--- src/rtl/lsu_mem_ctrl_if.sv ---
`default_nettype none
// ============================================================================
// Module   : lsu_mem_ctrl_if
// Purpose  : Request/response and data-memory bus bundle for lsu_mem_ctrl.
// Revision : 1.0 - initial release
// ============================================================================
interface lsu_mem_ctrl_if #(
    parameter int ADDR_WIDTH = 24
);
    logic                  req_valid;
    logic                  req_ready;
    logic                  req_we;
    logic [2:0]            req_funct3;
    logic [31:0]           req_addr;
    logic [31:0]           req_wdata;
    logic                  resp_valid;
    logic [31:0]           resp_rdata;
    logic                  resp_err;
    logic                  mem_req;
    logic                  mem_rdwrbar;
    logic [ADDR_WIDTH-1:0] mem_addr;
    logic [31:0]           mem_wdata;
    logic [31:0]           mem_rdata;

    // Environment side: the core issuing requests plus the memory returning data
    modport master (
        output req_valid, req_we, req_funct3, req_addr, req_wdata, mem_rdata,
        input  req_ready, resp_valid, resp_rdata, resp_err,
               mem_req, mem_rdwrbar, mem_addr, mem_wdata
    );

    modport slave (
        input  req_valid, req_we, req_funct3, req_addr, req_wdata, mem_rdata,
        output req_ready, resp_valid, resp_rdata, resp_err,
               mem_req, mem_rdwrbar, mem_addr, mem_wdata
    );
endinterface
`default_nettype wire

--- src/rtl/lsu_mem_ctrl.sv ---
`default_nettype none
// ============================================================================
// Module   : lsu_mem_ctrl
// Purpose  : RV32 load/store controller for a single-port word memory with
//            sub-word loads (sign/zero extend) and read-modify-write stores.
// Revision : 1.0 - initial release
// ============================================================================
module lsu_mem_ctrl #(
    parameter int WORDS         = 4096,
    parameter int ADDR_WIDTH    = 24,
    parameter int ACCESS_CYCLES = 2
) (
    input  wire logic          clk,
    input  wire logic          rst,
    lsu_mem_ctrl_if.slave      bus
);
    localparam int CNT_W = $clog2(ACCESS_CYCLES + 1);

    localparam logic [2:0] c_f3_b  = 3'b000;
    localparam logic [2:0] c_f3_h  = 3'b001;
    localparam logic [2:0] c_f3_w  = 3'b010;
    localparam logic [2:0] c_f3_bu = 3'b100;
    localparam logic [2:0] c_f3_hu = 3'b101;

    typedef enum logic [1:0] {
        IDLE    = 2'd0,
        RD_WAIT = 2'd1,
        WR      = 2'd2,
        RESP    = 2'd3
    } state_t;

    state_t                r_state,      w_state_nxt;
    logic                  r_we,         w_we_nxt;
    logic [2:0]            r_funct3,     w_funct3_nxt;
    logic [1:0]            r_lane,       w_lane_nxt;
    logic [ADDR_WIDTH-1:0] r_word_addr,  w_word_addr_nxt;
    logic [15:0]           r_wdata,      w_wdata_nxt;
    logic [CNT_W-1:0]      r_cnt,        w_cnt_nxt;
    logic [31:0]           r_mem_wdata,  w_mem_wdata_nxt;
    logic [31:0]           r_resp_rdata, w_resp_rdata_nxt;
    logic                  r_resp_err,   w_resp_err_nxt;
    logic                  w_req_err;

    function automatic logic [31:0] load_ext(input logic [31:0] word,
                                             input logic [2:0]  f3,
                                             input logic [1:0]  lane);
        logic [31:0] shifted;
        logic [7:0]  b;
        logic [15:0] h;
        shifted = word >> {lane, 3'b000};
        b       = shifted[7:0];
        h       = lane[1] ? word[31:16] : word[15:0];
        case (f3)
            c_f3_b:  load_ext = {{24{b[7]}}, b};
            c_f3_bu: load_ext = {24'b0, b};
            c_f3_h:  load_ext = {{16{h[15]}}, h};
            c_f3_hu: load_ext = {16'b0, h};
            default: load_ext = word;
        endcase
    endfunction

    function automatic logic [31:0] store_merge(input logic [31:0] word,
                                                input logic [15:0] wd,
                                                input logic        is_half,
                                                input logic [1:0]  lane);
        logic [31:0] m;
        m = word;
        if (is_half) m[{lane[1], 4'b0000} +: 16] = wd;
        else         m[{lane, 3'b000} +: 8]      = wd[7:0];
        store_merge = m;
    endfunction

    // Every rejection is decided from the request alone, so the error path never touches memory
    always_comb begin
        w_req_err = 1'b0;
        case (bus.req_funct3)
            c_f3_b, c_f3_bu: w_req_err = 1'b0;
            c_f3_h, c_f3_hu: w_req_err = bus.req_addr[0];
            c_f3_w:          w_req_err = (bus.req_addr[1:0] != 2'b00);
            default:         w_req_err = 1'b1;
        endcase
        if (bus.req_we && (bus.req_funct3 == c_f3_bu || bus.req_funct3 == c_f3_hu))
            w_req_err = 1'b1;
        if (32'(bus.req_addr[31:2]) >= 32'(WORDS))
            w_req_err = 1'b1;
    end

    always_comb begin
        w_state_nxt      = r_state;
        w_we_nxt         = r_we;
        w_funct3_nxt     = r_funct3;
        w_lane_nxt       = r_lane;
        w_word_addr_nxt  = r_word_addr;
        w_wdata_nxt      = r_wdata;
        w_cnt_nxt        = r_cnt;
        w_mem_wdata_nxt  = r_mem_wdata;
        w_resp_rdata_nxt = r_resp_rdata;
        w_resp_err_nxt   = r_resp_err;
        case (r_state)
            IDLE: begin
                if (bus.req_valid) begin
                    w_we_nxt        = bus.req_we;
                    w_funct3_nxt    = bus.req_funct3;
                    w_lane_nxt      = bus.req_addr[1:0];
                    w_word_addr_nxt = bus.req_addr[ADDR_WIDTH+1:2];
                    w_wdata_nxt     = bus.req_wdata[15:0];
                    if (w_req_err) begin
                        w_state_nxt      = RESP;
                        w_resp_rdata_nxt = 32'b0;
                        w_resp_err_nxt   = 1'b1;
                    end else if (bus.req_we && bus.req_funct3 == c_f3_w) begin
                        w_state_nxt     = WR;
                        w_mem_wdata_nxt = bus.req_wdata;
                    end else begin
                        w_state_nxt = RD_WAIT;
                        w_cnt_nxt   = CNT_W'(ACCESS_CYCLES);
                    end
                end
            end
            RD_WAIT: begin
                if (r_cnt == CNT_W'(1)) begin
                    if (r_we) begin
                        w_state_nxt     = WR;
                        w_mem_wdata_nxt = store_merge(bus.mem_rdata, r_wdata,
                                                      r_funct3[0], r_lane);
                    end else begin
                        w_state_nxt      = RESP;
                        w_resp_rdata_nxt = load_ext(bus.mem_rdata, r_funct3, r_lane);
                        w_resp_err_nxt   = 1'b0;
                    end
                end else begin
                    w_cnt_nxt = r_cnt - CNT_W'(1);
                end
            end
            WR: begin
                w_state_nxt      = RESP;
                w_resp_rdata_nxt = 32'b0;
                w_resp_err_nxt   = 1'b0;
            end
            RESP: begin
                w_state_nxt = IDLE;
            end
            default: begin
                w_state_nxt = IDLE;
            end
        endcase
    end

    always_ff @(posedge clk) begin
        if (rst) begin
            r_state      <= IDLE;
            r_we         <= 1'b0;
            r_funct3     <= 3'b0;
            r_lane       <= 2'b0;
            r_word_addr  <= '0;
            r_wdata      <= 16'b0;
            r_cnt        <= '0;
            r_mem_wdata  <= 32'b0;
            r_resp_rdata <= 32'b0;
            r_resp_err   <= 1'b0;
        end else begin
            r_state      <= w_state_nxt;
            r_we         <= w_we_nxt;
            r_funct3     <= w_funct3_nxt;
            r_lane       <= w_lane_nxt;
            r_word_addr  <= w_word_addr_nxt;
            r_wdata      <= w_wdata_nxt;
            r_cnt        <= w_cnt_nxt;
            r_mem_wdata  <= w_mem_wdata_nxt;
            r_resp_rdata <= w_resp_rdata_nxt;
            r_resp_err   <= w_resp_err_nxt;
        end
    end

    assign bus.req_ready   = (r_state == IDLE);
    assign bus.resp_valid  = (r_state == RESP);
    assign bus.resp_rdata  = r_resp_rdata;
    assign bus.resp_err    = r_resp_err;
    assign bus.mem_req     = (r_state == RD_WAIT) || (r_state == WR);
    assign bus.mem_rdwrbar = (r_state != WR);
    assign bus.mem_addr    = r_word_addr;
    assign bus.mem_wdata   = r_mem_wdata;
endmodule
`default_nettype wire

--- src/flat_wrapper.sv ---
// flat-port wrapper written by rule: the top's interface ports become plain ports
module lsu_mem_ctrl_flat 
#(
    parameter int WORDS         = 4096,
    parameter int ADDR_WIDTH    = 24,
    parameter int ACCESS_CYCLES = 2
)
  (clk, rst, bus_req_valid, bus_req_we, bus_req_funct3, bus_req_addr, bus_req_wdata, bus_mem_rdata, bus_req_ready, bus_resp_valid, bus_resp_rdata, bus_resp_err, bus_mem_req, bus_mem_rdwrbar, bus_mem_addr, bus_mem_wdata);
  lsu_mem_ctrl_if #(.ADDR_WIDTH(ADDR_WIDTH)) bus_i ();
  input  wire logic clk;
  input  wire logic rst;
  input wire logic [$bits(bus_i.req_valid)-1:0] bus_req_valid;
  input wire logic [$bits(bus_i.req_we)-1:0] bus_req_we;
  input wire logic [$bits(bus_i.req_funct3)-1:0] bus_req_funct3;
  input wire logic [$bits(bus_i.req_addr)-1:0] bus_req_addr;
  input wire logic [$bits(bus_i.req_wdata)-1:0] bus_req_wdata;
  input wire logic [$bits(bus_i.mem_rdata)-1:0] bus_mem_rdata;
  output wire logic [$bits(bus_i.req_ready)-1:0] bus_req_ready;
  output wire logic [$bits(bus_i.resp_valid)-1:0] bus_resp_valid;
  output wire logic [$bits(bus_i.resp_rdata)-1:0] bus_resp_rdata;
  output wire logic [$bits(bus_i.resp_err)-1:0] bus_resp_err;
  output wire logic [$bits(bus_i.mem_req)-1:0] bus_mem_req;
  output wire logic [$bits(bus_i.mem_rdwrbar)-1:0] bus_mem_rdwrbar;
  output wire logic [$bits(bus_i.mem_addr)-1:0] bus_mem_addr;
  output wire logic [$bits(bus_i.mem_wdata)-1:0] bus_mem_wdata;
  assign bus_i.req_valid = bus_req_valid;
  assign bus_i.req_we = bus_req_we;
  assign bus_i.req_funct3 = bus_req_funct3;
  assign bus_i.req_addr = bus_req_addr;
  assign bus_i.req_wdata = bus_req_wdata;
  assign bus_i.mem_rdata = bus_mem_rdata;
  assign bus_req_ready = bus_i.req_ready;
  assign bus_resp_valid = bus_i.resp_valid;
  assign bus_resp_rdata = bus_i.resp_rdata;
  assign bus_resp_err = bus_i.resp_err;
  assign bus_mem_req = bus_i.mem_req;
  assign bus_mem_rdwrbar = bus_i.mem_rdwrbar;
  assign bus_mem_addr = bus_i.mem_addr;
  assign bus_mem_wdata = bus_i.mem_wdata;
  lsu_mem_ctrl #(.WORDS(WORDS), .ADDR_WIDTH(ADDR_WIDTH), .ACCESS_CYCLES(ACCESS_CYCLES)) u_core (.clk(clk), .rst(rst), .bus(bus_i));
endmodule
--- config.mk ---
export PLATFORM = sky130hd
export DESIGN_NAME = lsu_mem_ctrl_flat
export DESIGN_NICKNAME = d
export VERILOG_FILES = /design/src/rtl/lsu_mem_ctrl_if.sv /design/src/rtl/lsu_mem_ctrl.sv /design/src/flat_wrapper.sv
export SDC_FILE = /design/constraint.sdc
export NUM_CORES = 1
export LEC_CHECK = 0
export BUFFER_PORTS_ARGS = -buffer_cell sky130_fd_sc_hd__buf_2
export CAP_MARGIN = 20
export CELL_PAD_IN_SITES_DETAIL_PLACEMENT = 1
export CELL_PAD_IN_SITES_GLOBAL_PLACEMENT = 2
export CORE_ASPECT_RATIO = 0.75
export CORE_MARGIN = 5
export CORE_UTILIZATION = 29
export DETAILED_ROUTE_END_ITERATION = 8
export PLACE_DENSITY = 0.81
export SLEW_MARGIN = 30
export SYNTH_ARGS = -nofsm -noshare
export SYNTH_HDL_FRONTEND = slang
export SYNTH_SLANG_ARGS = --single-unit
--- constraint.sdc ---
create_clock -name clk -period 3.6 [get_ports clk]
set_input_delay 0.72 -clock clk [delete_from_list [all_inputs] [get_ports clk]]
set_output_delay 0.72 -clock clk [all_outputs]
set_load 0.01 [all_outputs]
==> qor.txt <==
Number of flops mapped to enable cells by yosys -> 0
Sequential area share after synthesis -> 36.0%
Die H -> 139 µm
Highest metal used -> met5
CP peak stage delay -> 0.57 ns
Most common cell after layout, fill and taps aside -> buf_2
Starting Density -> 29.2%
Peak supply drop -> 341 µV
Area grow syn2layout -> 28.7%
CTS tree -> done
Num CTS Buffers -> 17
Slew HR -> 50.7%
CTS resizes -> 0
Synthesized area per cell -> 8.32 µm²
First-pass GRT wire length -> 38,200 µm
Vias in the first global route -> 6,526
Met2 Wirelength -> 10,800 µm
Most frequent cells in the layout -> buf_2, a21oi_1, nand2_1, dfxtp_1, mux2i_1
FF+latch count, synth -> 115
GR Overflow Total -> 0
Worst Hold Margin -> 0.450 ns
Routability cong. -> 0.845
1st-pass router iterations -> 5
Via-to-Cell Ratio -> 5.25
P_leak -> 3.63 nW
Crit path kind -> input port to register
# fillers -> 2,667
Min Tclk post-route -> 2.74 ns
CP Cell Sequence -> buf_2, or4_1, or3_1, or4_1, nand2_4, mux2_2
FMAX -> 365 MHz
Skew final -> 0.00899 ns
Mapped Cells -> 769
Critical path peak fanout -> 25
Die area -> 25,200 µm²
Fraction of layout cells with a size suffix above 1 -> 28.0%
Crit path buffers/inverters -> 1
R2R Path End -> u_core.bus.resp_rdata[30]$_SDFFE_PP0P_
Wl on met1 -> 11,900 µm
DRC Markers -> 0
Post-DP HPWL -> 18,500 µm
Crit path max-delay family -> simple AND/OR/NAND/NOR gates
Ys flop type -> dfxtp_1
Period utilisation layout -> 76.2%
Max-slew violation count -> 0
Hold Crit Class -> register to register
Antenna violations before repair -> 2
R2R cell count -> 6
FFs w/ async S/R, synth -> 0%
Nets -> 1,046
Hold path cells -> 2
Max-Cap Viols -> 0
Register area -> 2300 µm²
Total I/O pin count -> 196
Avg WL per Cell -> 19.9 µm
Clk_lat worst skew -> 0.42 ns
Reg2Reg Setup Slack -> 0.98 ns
Status -> finished, final reports clean
Final setup violation count -> 0
Worst setup EP type -> register
CTS Sinks -> 115
Hold EP -> u_core.bus.mem_addr[19]$_SDFFE_PP0P_
Multi-input gate area -> 3720 µm²
Worst R2R Start -> u_core.r_state[0]$_SDFFE_PP0P_
All-Layer GR Usage -> 19.1%
RSZ-0062 raised after global routing -> false
Setup TNS -> 0 ns
Root Buffer Master -> clkbuf_16
Postcts setup bufs -> 0
Clk buf depth -> 2
Worst EP required -> 3.90 ns
Pwr dens -> 651 nW/µm²
Most used cell, CP -> or4_1
Clk slew on worst S/H paths -> 0.05 ns
Yosys warnings -> 0
Antenna viol nets, final -> 0
Met3 routed WL -> 1850 µm
Slew @ Worst Pin -> 0.736 ns
Chip Width -> 181 µm
Final Hold Viols -> 0
Critical Path AT -> 3.05 ns
Port Buffers -> 195
Synthesized area -> 6400 µm²
Startpoint types -> input port
Hold_buf cts -> 0
Diodes inserted -> 0
CTS H-tree lvls -> 4
WL final -> 24,700 µm
Unique masters post-synth -> 53
Post-synth net total -> 882
First DRT Iteration DRCs -> 457
Largest net degree at the start of global routing -> 55
Worst Hold Launch -> u_core.bus.mem_addr[19]$_SDFFE_PP0P_
FP Rows -> 47
Slowest CP cell -> or4_1
Via count -> 6,505
Core area -> 21,900 µm²
-- cells by family (layout without fill, tap and decap cells) --
kind of cell	Yosys count	count (layout)	synth area share [%]
and+or+nand+nor	213	213	15.5
AOI/OAI and AO/OA	244	244	25.0
DFF	115	115	36.0
buffers and inverters	92	269	5.93
muxes	95	95	15.6
adders and majority gates	10	10	1.96
-- area by class of cell --
type,instances,area share [%]
inverter,23,1.05
tap,294,4.47
timing repair buffer,214,13.6
clock buffer,23,5.81
clock inverter,9,1.84
sequential,115,28.0
multi-input combinational,562,45.3
-- sequential cells by signal, summed over array words and instances, names as in the netlist --
| register | cells |
|---|---|
| u_core.bus.mem_addr | 24 |
| u_core.bus.mem_wdata | 32 |
| u_core.bus.resp_err | 1 |
| u_core.bus.resp_rdata | 32 |
| u_core.r_cnt | 2 |
| u_core.r_funct3 | 3 |
| u_core.r_lane | 2 |
| u_core.r_state | 2 |
| u_core.r_wdata | 16 |
| u_core.r_we | 1 |
-- worst register-to-register path: cells and delay by family, from the launching register on --
family / cells / cell delay [ns]
compound gates: 1 / 0.63
fa+ha+maj: 1 / 0.34
buf+inv: 1 / 0.08
flops: 1 / 0.38
mux: 1 / 0.46
simple gates: 2 / 0.63
-- Yosys cell counts (all sizes together), types with 3 or more instances --
cell	n	share of area, %
clkbuf	44	2.6
a221o	3	0.47
mux2	17	3.0
dfxtp	115	36
mux2i	76	12
buf	25	2.0
a221oi	39	5.3
o32ai	5	1.3
nand2	129	7.7
and2	3	0.33
o221ai	5	0.68
nand2b	6	0.59
ha	10	2.0
a21oi	134	10
o21ai	4	0.31
nor4	6	0.92
nor3	4	0.31
nor4bb	3	0.47
o31ai	35	4.1
inv	23	1.3
a211oi	3	0.43
or4	3	0.35
a31oi	5	0.49
nor2	28	1.6
nor2b	22	2.2
-- where the power goes --
part,internal [mW],leakage (nW),switching (mW)
combinational,0.773,2.39,1.17
clock,1.21,0.307,0.606
sequential,1.44,0.936,0.162
total,3.42,3.63,1.93
-- worst max-delay path by stage --
| stage | cells after the start | end | from | slack (ns) |
|---|---|---|---|---|
| floorplan | 7 | u_core.bus.resp_rdata[23]$_SDFFE_PP0P_ | bus_req_addr[16] | 0.82 |
| global placement | 6 | u_core.bus.resp_rdata[16]$_SDFFE_PP0P_ | bus_req_addr[14] | 0.46 |
| detailed placement | 6 | u_core.bus.resp_rdata[22]$_SDFFE_PP0P_ | bus_req_addr[16] | 0.43 |
| CTS | 6 | u_core.bus.resp_rdata[16]$_SDFFE_PP0P_ | bus_req_addr[16] | 0.88 |
| global route | 6 | u_core.bus.resp_rdata[26]$_SDFFE_PP0P_ | u_core.r_state[0]$_SDFFE_PP0P_ | 0.74 |
| finish | 6 | u_core.bus.resp_rdata[16]$_SDFFE_PP0P_ | bus_req_addr[16] | 0.86 |
-- routing by layer --
metal,track usage (%),vias up
met4,3.59,4
met5,0,-
li1,-,3127
met2,28.1,205
met1,27.4,3147
met3,6.27,22
-- through the flow --
stage	total power [mW]	worst slack (ns)	std cells	util (%)	instance area [µm²]
floorplan	2.98	0.825	769	-	6400
global placement	3.55	0.460	1208	34.7	7600
global route	5.67	0.737	1240	37.6	8230
CTS	5.42	0.878	1240	37.6	8230
finish	5.36	0.858	1240	37.6	8230
detailed placement	3.57	0.431	1208	34.7	7600
Note: power is estimated with default switching activity, not from simulation.
